==> config.mk <==
export PLATFORM = sky130hd
export DESIGN_NAME = divider_arbiter_flat
export DESIGN_NICKNAME = d
export VERILOG_FILES = /design/src/rtl/divider_arbiter_if.sv /design/src/rtl/divider_arbiter.sv /design/src/flat_wrapper.sv
export SDC_FILE = /design/constraint.sdc
export NUM_CORES = 1
export LEC_CHECK = 0
export CAP_MARGIN = 20
export CORE_ASPECT_RATIO = 1.75
export CORE_MARGIN = 2
export CORE_UTILIZATION = 38
export DETAILED_ROUTE_END_ITERATION = 6
export GPL_ROUTABILITY_DRIVEN = 1
export PLACE_DENSITY = 0.77
export SYNTH_ARGS = -nofsm -noshare
export SYNTH_HDL_FRONTEND = slang
export SYNTH_SLANG_ARGS = --single-unit
==> constraint.sdc <==
create_clock -name clk -period 4.6 [get_ports clk]
set_clock_uncertainty 0.1 [all_clocks]
set_input_delay 0.69 -clock clk [delete_from_list [all_inputs] [get_ports clk]]
set_output_delay 0.69 -clock clk [all_outputs]
set_load 0.05 [all_outputs]
==> src/rtl/divider_arbiter_if.sv <==
// ============================================================================
// Module   : divider_arbiter_if
// Brief    : Requester and shared-divider signal bundle for divider_arbiter.
// Revision : 1.0 - initial release
// ============================================================================
`default_nettype none

interface divider_arbiter_if #(
  parameter int N_REQ    = 2,
  parameter int DIV_BITS = 32
);
  logic [N_REQ-1:0]          req_valid;
  logic [N_REQ-1:0]          req_ready;
  logic [N_REQ*DIV_BITS-1:0] req_numerator;
  logic [N_REQ*DIV_BITS-1:0] req_denominator;
  logic [N_REQ-1:0]          req_numerator_signed;
  logic [N_REQ-1:0]          resp_valid;
  logic [DIV_BITS-1:0]       resp_quotient;
  logic [DIV_BITS-1:0]       resp_remainder;

  logic [DIV_BITS-1:0]       div_numerator;
  logic [DIV_BITS-1:0]       div_denominator;
  logic                      div_numerator_signed;
  logic                      div_start;
  logic                      div_busy;
  logic                      div_result_valid;
  logic [DIV_BITS-1:0]       div_quotient;
  logic [DIV_BITS-1:0]       div_remainder;

  // Arbiter view: takes requests and divider status, drives grants and commands.
  modport slave (
    input  req_valid, req_numerator, req_denominator, req_numerator_signed,
    input  div_busy, div_result_valid, div_quotient, div_remainder,
    output req_ready, resp_valid, resp_quotient, resp_remainder,
    output div_numerator, div_denominator, div_numerator_signed, div_start
  );

  modport master (
    output req_valid, req_numerator, req_denominator, req_numerator_signed,
    output div_busy, div_result_valid, div_quotient, div_remainder,
    input  req_ready, resp_valid, resp_quotient, resp_remainder,
    input  div_numerator, div_denominator, div_numerator_signed, div_start
  );
endinterface

`default_nettype wire

==> src/rtl/divider_arbiter.sv <==
// ============================================================================
// Module   : divider_arbiter
// Brief    : Round-robin arbiter sharing one divider among N_REQ requesters.
// Revision : 1.0 - initial release
// ============================================================================
`default_nettype none

module divider_arbiter #(
  parameter int N_REQ    = 2,
  parameter int DIV_BITS = 32
) (
  input  logic             clk,
  input  logic             rst,
  divider_arbiter_if.slave bus
);

  localparam int PTR_W = (N_REQ > 1) ? $clog2(N_REQ) : 1;

  localparam logic [1:0] c_IDLE        = 2'd0;
  localparam logic [1:0] c_ISSUE       = 2'd1;
  localparam logic [1:0] c_WAIT_RESULT = 2'd2;
  localparam logic [1:0] c_RESPOND     = 2'd3;

  localparam logic [N_REQ-1:0] c_ONE  = {{(N_REQ-1){1'b0}}, 1'b1};
  localparam logic [PTR_W-1:0] c_LAST = PTR_W'(N_REQ - 1);

  logic [1:0]          r_state;
  logic [PTR_W-1:0]    r_rr_ptr;
  logic [PTR_W-1:0]    r_grant;
  logic                r_div_start;
  logic [DIV_BITS-1:0] r_div_num;
  logic [DIV_BITS-1:0] r_div_den;
  logic                r_div_signed;
  logic [DIV_BITS-1:0] r_resp_q;
  logic [DIV_BITS-1:0] r_resp_r;

  logic                w_found;
  logic [PTR_W-1:0]    w_grant_idx;
  logic [DIV_BITS-1:0] w_sel_num;
  logic [DIV_BITS-1:0] w_sel_den;

  // First requester at or after the round-robin pointer, wrapping.
  always_comb begin
    w_found     = 1'b0;
    w_grant_idx = '0;
    for (int k = 0; k < N_REQ; k++) begin
      if (!w_found && bus.req_valid[(int'(r_rr_ptr) + k) % N_REQ]) begin
        w_found     = 1'b1;
        w_grant_idx = PTR_W'((int'(r_rr_ptr) + k) % N_REQ);
      end
    end
  end

  assign w_sel_num = bus.req_numerator[w_grant_idx*DIV_BITS +: DIV_BITS];
  assign w_sel_den = bus.req_denominator[w_grant_idx*DIV_BITS +: DIV_BITS];

  assign bus.req_ready  = (!rst && r_state == c_IDLE && w_found) ? (c_ONE << w_grant_idx) : '0;
  assign bus.resp_valid = (!rst && r_state == c_RESPOND) ? (c_ONE << r_grant) : '0;

  assign bus.resp_quotient        = r_resp_q;
  assign bus.resp_remainder       = r_resp_r;
  assign bus.div_numerator        = r_div_num;
  assign bus.div_denominator      = r_div_den;
  assign bus.div_numerator_signed = r_div_signed;
  assign bus.div_start            = r_div_start;

  always_ff @(posedge clk) begin
    if (rst) begin
      r_state      <= c_IDLE;
      r_rr_ptr     <= '0;
      r_grant      <= '0;
      r_div_start  <= 1'b0;
      r_div_num    <= '0;
      r_div_den    <= '0;
      r_div_signed <= 1'b0;
      r_resp_q     <= '0;
      r_resp_r     <= '0;
    end else begin
      case (r_state)
        c_IDLE: begin
          if (w_found) begin
            r_grant      <= w_grant_idx;
            r_div_num    <= w_sel_num;
            r_div_den    <= w_sel_den;
            r_div_signed <= bus.req_numerator_signed[w_grant_idx];
            // A zero divisor never reaches the divider.
            r_div_start  <= (w_sel_den != '0);
            r_state      <= c_ISSUE;
          end
        end
        c_ISSUE: begin
          if (r_div_den == '0) begin
            r_resp_q <= '1;
            r_resp_r <= r_div_num;
            r_state  <= c_RESPOND;
          end else if (bus.div_busy) begin
            r_div_start <= 1'b0;
            r_state     <= c_WAIT_RESULT;
          end
        end
        c_WAIT_RESULT: begin
          if (bus.div_result_valid) begin
            r_resp_q <= bus.div_quotient;
            r_resp_r <= bus.div_remainder;
            r_state  <= c_RESPOND;
          end
        end
        c_RESPOND: begin
          r_rr_ptr <= (r_grant == c_LAST) ? '0 : r_grant + 1'b1;
          r_state  <= c_IDLE;
        end
        default: r_state <= c_IDLE;
      endcase
    end
  end

endmodule

`default_nettype wire

==> src/flat_wrapper.sv <==
// flat-port wrapper written by rule: the top's interface ports become plain ports
module divider_arbiter_flat 
#(
  parameter int N_REQ    = 2,
  parameter int DIV_BITS = 32
)
  (clk, rst, bus_req_valid, bus_req_numerator, bus_req_denominator, bus_req_numerator_signed, bus_div_busy, bus_div_result_valid, bus_div_quotient, bus_div_remainder, bus_req_ready, bus_resp_valid, bus_resp_quotient, bus_resp_remainder, bus_div_numerator, bus_div_denominator, bus_div_numerator_signed, bus_div_start);
  divider_arbiter_if #(.N_REQ(N_REQ), .DIV_BITS(DIV_BITS)) bus_i ();
  input  logic clk;
  input  logic rst;
  input wire logic [$bits(bus_i.req_valid)-1:0] bus_req_valid;
  input wire logic [$bits(bus_i.req_numerator)-1:0] bus_req_numerator;
  input wire logic [$bits(bus_i.req_denominator)-1:0] bus_req_denominator;
  input wire logic [$bits(bus_i.req_numerator_signed)-1:0] bus_req_numerator_signed;
  input wire logic [$bits(bus_i.div_busy)-1:0] bus_div_busy;
  input wire logic [$bits(bus_i.div_result_valid)-1:0] bus_div_result_valid;
  input wire logic [$bits(bus_i.div_quotient)-1:0] bus_div_quotient;
  input wire logic [$bits(bus_i.div_remainder)-1:0] bus_div_remainder;
  output wire logic [$bits(bus_i.req_ready)-1:0] bus_req_ready;
  output wire logic [$bits(bus_i.resp_valid)-1:0] bus_resp_valid;
  output wire logic [$bits(bus_i.resp_quotient)-1:0] bus_resp_quotient;
  output wire logic [$bits(bus_i.resp_remainder)-1:0] bus_resp_remainder;
  output wire logic [$bits(bus_i.div_numerator)-1:0] bus_div_numerator;
  output wire logic [$bits(bus_i.div_denominator)-1:0] bus_div_denominator;
  output wire logic [$bits(bus_i.div_numerator_signed)-1:0] bus_div_numerator_signed;
  output wire logic [$bits(bus_i.div_start)-1:0] bus_div_start;
  assign bus_i.req_valid = bus_req_valid;
  assign bus_i.req_numerator = bus_req_numerator;
  assign bus_i.req_denominator = bus_req_denominator;
  assign bus_i.req_numerator_signed = bus_req_numerator_signed;
  assign bus_i.div_busy = bus_div_busy;
  assign bus_i.div_result_valid = bus_div_result_valid;
  assign bus_i.div_quotient = bus_div_quotient;
  assign bus_i.div_remainder = bus_div_remainder;
  assign bus_req_ready = bus_i.req_ready;
  assign bus_resp_valid = bus_i.resp_valid;
  assign bus_resp_quotient = bus_i.resp_quotient;
  assign bus_resp_remainder = bus_i.resp_remainder;
  assign bus_div_numerator = bus_i.div_numerator;
  assign bus_div_denominator = bus_i.div_denominator;
  assign bus_div_numerator_signed = bus_i.div_numerator_signed;
  assign bus_div_start = bus_i.div_start;
  divider_arbiter #(.N_REQ(N_REQ), .DIV_BITS(DIV_BITS)) u_core (.clk(clk), .rst(rst), .bus(bus_i));
endmodule
; ---- Word-level counts from Yosys, hierarchy flattened
; Index checks and enable logic that the tools add are counted.
[classes]
add_sub_neg = 2
order_cmp = 3
eq_ne = 9
shift = 4
n_mux = 29
bitwise_logic = 1
reduce_logical = 15
[op_table]
columns = cell, count
row1 = $mux W32, 4
row2 = $pmux W32 S2, 2
row3 = $shiftx A64 B7 Y32, 2
row4 = $logic_not A32 Y1, 1
row5 = $reduce_bool A32 Y1, 1
row6 = $mux W1, 15
row7 = $mux W2, 6
row8 = $pmux W2 S4, 1
row9 = $ne A2 B2 Y1 const B, 3
row10 = $reduce_and A3 Y1, 2
row11 = $eq A2 B2 Y1 const B, 2
row12 = $logic_and A1 B1 Y1, 4
row13 = $lt A1 B2 Y1 const B, 2
row14 = $ne A2 B1 Y1 const B, 2
row15 = $reduce_and A4 Y1, 1
row16 = $reduce_bool A2 Y1, 2
row17 = $shl A1 B1 Y2 const A, 2
row18 = $lt A2 B3 Y1 const B, 1
row19 = $ne A3 B2 Y1 const B, 1
row20 = $add A1 B1 Y1 const B, 2
row21 = $eq A2 B1 Y1 const B, 1
row22 = $logic_not A1 Y1, 2
row23 = $logic_not A2 Y1, 1
row24 = $pmux W1 S2, 1
row25 = 2 further kinds, 2
[word_totals]
regBits = 134
input_bits = 200
output_inout_bits = 134
wordCells = 72

; ---- Longest topological paths before layout
[logic_depth]
word_depth = 11
mapped_depth = 8
depth_no_buf = 7

; ---- Least setup slack after synthesis
; OpenSTA, ideal clock, no wires.
[synth_path]
path_kind = in2out
startpoint = input port bus_req_valid[0]
endpoint = output port bus_req_ready[1]
arrival_ps = 2205
t_required_ps = 3810
setup_slack_ps = 1605
path_stages = 5
n_path_buf = 2
cell_sequence = inv_1 o21ai_0 clkbuf_1 buf_2 nor3_1
[synth_between]
elab_chain_cells = 8
word_cells_on_any_way = 14
cone_classes = shift: 1 / mux: 10 / reduce/logical: 3
[synth_rtl]
columns = item, line_no
row1 = "start, declared", flat_wrapper.sv:11  ; input wire logic [$bits(bus_i.req_valid)-1:0] bus_req_valid;
row2 = $mux W1 (not written as such) (2 in a row), divider_arbiter.sv:47  ; if (!w_found && bus.req_valid[(int'(r_rr_ptr) + k) % N_REQ]) begin
row3 = $mux W1, divider_arbiter.sv:47
row4 = $logic_not A1 Y1, divider_arbiter.sv:47
row5 = $logic_and A1 B1 Y1, divider_arbiter.sv:47
row6 = $mux W1, divider_arbiter.sv:47
row7 = $shl A1 B1 Y2 or $logic_and A1 B1 Y1 (tied branches), divider_arbiter.sv:57  ; assign bus.req_ready = (!rst && r_state == c_IDLE && w_found) ? (c_ONE << w_grant_idx) : '0;
row8 = $mux W2 *, divider_arbiter.sv:57
row9 = "end, declared", flat_wrapper.sv:19  ; output wire logic [$bits(bus_i.req_ready)-1:0] bus_req_ready;
; Mark *: on every way between the ends. The rest lies on a longest branch, timed or not. The select of a mux whose other input is x is not followed.

; ---- Final worst setup path
[layout_path]
startpoint = input port bus_req_valid[0]
endpoint = output port bus_req_ready[0]
; Same word-level chain as after synthesis.

==> out/qor.txt <==
status: completed
CTS root buffer: clkbuf_16
antenna viol nets, final: 0
vias in the first global route: 6357
share of total power in combinational logic: 56.8%
maxcap violations: 0
Placement Setup Slack: 1.10 ns
#FFs+latches synth: 134
core area: 0.0158 mm²
setup repair after global routing missed its margin: no
crit path DAT: 2.72 ns
Initial Utilization: 38.7%
chip width: 99.9 µm
achievable clock frequency: 285 MHz
Hold Fails Final Rpt: 0
Seq pwr share: 24.5%
drt initial violations: 261
Syn. warnings: 0
clock sink total: 134
Slew Viols, Final: 0
setup TNS: 0 ns
Via Count: 6338
worst path cell trace: clkdlybuf4s50_1 > inv_1 > o21ai_4 > and3_1 > clkdlybuf4s50_1
Slew HR: 26.3%
delay-heaviest family, CP: buffers and inverters
Switching Share: 48.1%
PnR worst setup slack: 1.09 ns
Cell Rows: 61
worst min-delay path class: reg2reg
Peak VDD IR: 453 µV
Bufs and invs on worst path: 3
drt first pass iters: 5
Max Buffers Root-to-Sink: 2
CP max-delay cell: clkdlybuf4s50_1
WP data required: 3.81 ns
CP startpoint kind: input pin
Syn Std Cell Area: 0.00612 mm²
largest net degree at the start of global routing: 109
Crit path largest cell delay: 0.80 ns
wire length per cell: 20.0 µm
Detail Placement HPWL: 16.9 mm
clock buffer count from CTS: 17
Seq/Total Area, Yosys: 43.9%
top cells by area, synth: dfxtp_1, mux2i_1, a211oi_1
Slew @ Worst Pin: 1.11 ns
share of cells above drive strength 1: 4.75%
Clock Latency Late Sink: 0.41 ns
I/O Buffers: 333
Final Util: 64.3%
Clk network pwr share: 18.8%
syn_nets: 866
Synth area leader: dfxtp_1
Die Y: 172 µm
CP Class: in2out
first-pass GRT wire length: 34.9 mm
Mean Syn Cell Area: 9.24 µm²
nature of the critical path endpoint: output port
most frequent cell on the critical path: clkdlybuf4s50_1
NetSw: 3.91 mW
Post-CTS Resized: 0
Residual DRC: 0
Routed WL: 23.2 mm
drt via density: 5.47
Power Dens Cells: 800 mW/mm²
htree depth: 4
library cells used by synthesis: 27
# IOs: 334
final setup violation count: 0
initial antenna violation count: 1
GR Util All Layers: 26.5%
minimum clock period: 3.51 ns
Worst-path clk slew: 0.06 ns
CP Max Fanout: 10
Final Cycle Share: 76.2%
Leak: 3.98 nW
nets: 1160
Remaining Overflow, GRT: 0
CTS tree: done
setup bufs post-CTS: 0
die area: 0.0172 mm²
post-synth top area share: 43.9%
post-synthesis instance total: 662
# hold bufs at CTS: 0
Int Pwr: 4.22 mW
area delta synth->final: 66.1%
Final Wtd Congestion: 0.886
## flip-flops by register name, summed over array words and instances, names as in the netlist
name                             flops
u_core.r_rr_ptr                      1
u_core.bus.resp_remainder           32
u_core.r_grant                       1
u_core.bus.div_numerator            32
u_core.r_state                       2
u_core.bus.div_numerator_signed      1
u_core.bus.div_start                 1
u_core.bus.resp_quotient            32
u_core.bus.div_denominator          32
## routing by layer
metal	GRT usage (%)	wire length [µm]	up-vias
met1	27.5	8250	2938
met4	14.6	1140	0
met5	0	0	-
met3	6.99	1540	59
li1	-	-	3065
met2	48.0	12300	276
## cell usage after synthesis (all sizes together)
master   count
o21ai        5
mux2i       99
nand2        1
a311oi      32
nor4        24
dfxtp      134
ha           4
o2111ai      2
buf         26
nor2b        2
o21a         1
a21oi       69
nor3         2
and2         1
nand4        6
inv         37
a211oi      98
and3         3
clkbuf      40
nor3b        1
o31ai        1
a32o         1
nor2        73
## layout make-up
type | count | area (µm²)
multi-input cells | 425 | 3040
fillers | 1342 | 5640
inverters | 37 | 139
diodes | 1 | 2.50
clock buffers | 20 | 467
flip-flops and latches | 134 | 2680
clock inverters | 11 | 196
well taps | 189 | 236
repair buffers | 341 | 3390
## worst min-delay path, cell delays in order (launching register included)
cell	delay, ns
dfxtp_1	0.32
nor2_1	0.10
a211oi_1	0.05
## metrics by stage
step | hold slack, ns | instance area [µm²] | instances | power (mW)
finish | 0.412 | 10200 | 1158 | 8.13
global placement | 0.397 | 9490 | 1126 | 6.57
floorplan | 0.355 | 6120 | 662 | 5.06
global route | 0.433 | 10200 | 1157 | 8.51
detailed placement | 0.407 | 9490 | 1126 | 6.64
CTS | 0.414 | 10200 | 1157 | 8.18
## placed cells by master (no fill, tap or decap), types with 2 or more instances in the layout
master and instances:
inv_1 37, o2111ai_1 2, o21ai_0 3, clkdlybuf4s50_1 332, nor4_1 24, o21ai_4 2, and3_1 3, nor3_1 2
nand4_1 6, clkinv_4 2, a211oi_1 98, mux2i_1 99, clkbuf_8 3, clkbuf_16 17, bufinv_16 5, a311oi_1 32
dfxtp_1 134, clkinvlp_4 2, nor2_1 72, ha_1 3, a21oi_1 69, buf_4 9
## worst paths after layout
check / start / to / slack (ns) / depth (start not counted)
worst max-delay path: bus_req_valid[0] / bus_req_ready[0] / 1.09 / 5
worst min-delay path: u_core.bus.div_numerator[25]$_SDFFE_PP0P_ / u_core.bus.div_numerator[25]$_SDFFE_PP0P_ / 0.41 / 2
worst max register to register: u_core.bus.div_denominator[5]$_SDFFE_PP0P_ / u_core.bus.resp_quotient[2]$_SDFFE_PP0P_ / 1.80 / 6
worst min register to register: u_core.bus.div_numerator[25]$_SDFFE_PP0P_ / u_core.bus.div_numerator[25]$_SDFFE_PP0P_ / 0.41 / 2
## power by group through the flow
stage          Sequential (mW)  Combinational (mW)  Clock (mW)
5_1_grt                   2.05                4.87        1.60
6_report                  1.99                4.61        1.53
3_3_place_gp              1.99                4.58           0
4_1_cts                   1.99                4.64        1.56
3_5_place_dp              2.01                4.63           0
2_1_floorplan             3.62                1.45           0
## cell families after synthesis
| group | count (synthesis) | share of synthesized area [%] |
|---|---|---|
| flops | 134 | 43.9 |
| compound gates | 209 | 23.4 |
| mux | 99 | 16.2 |
| simple gates | 113 | 8.51 |
| fa+ha+maj | 4 | 0.818 |
| buf+inv | 103 | 7.18 |
(Power assumes the default switching activity.)
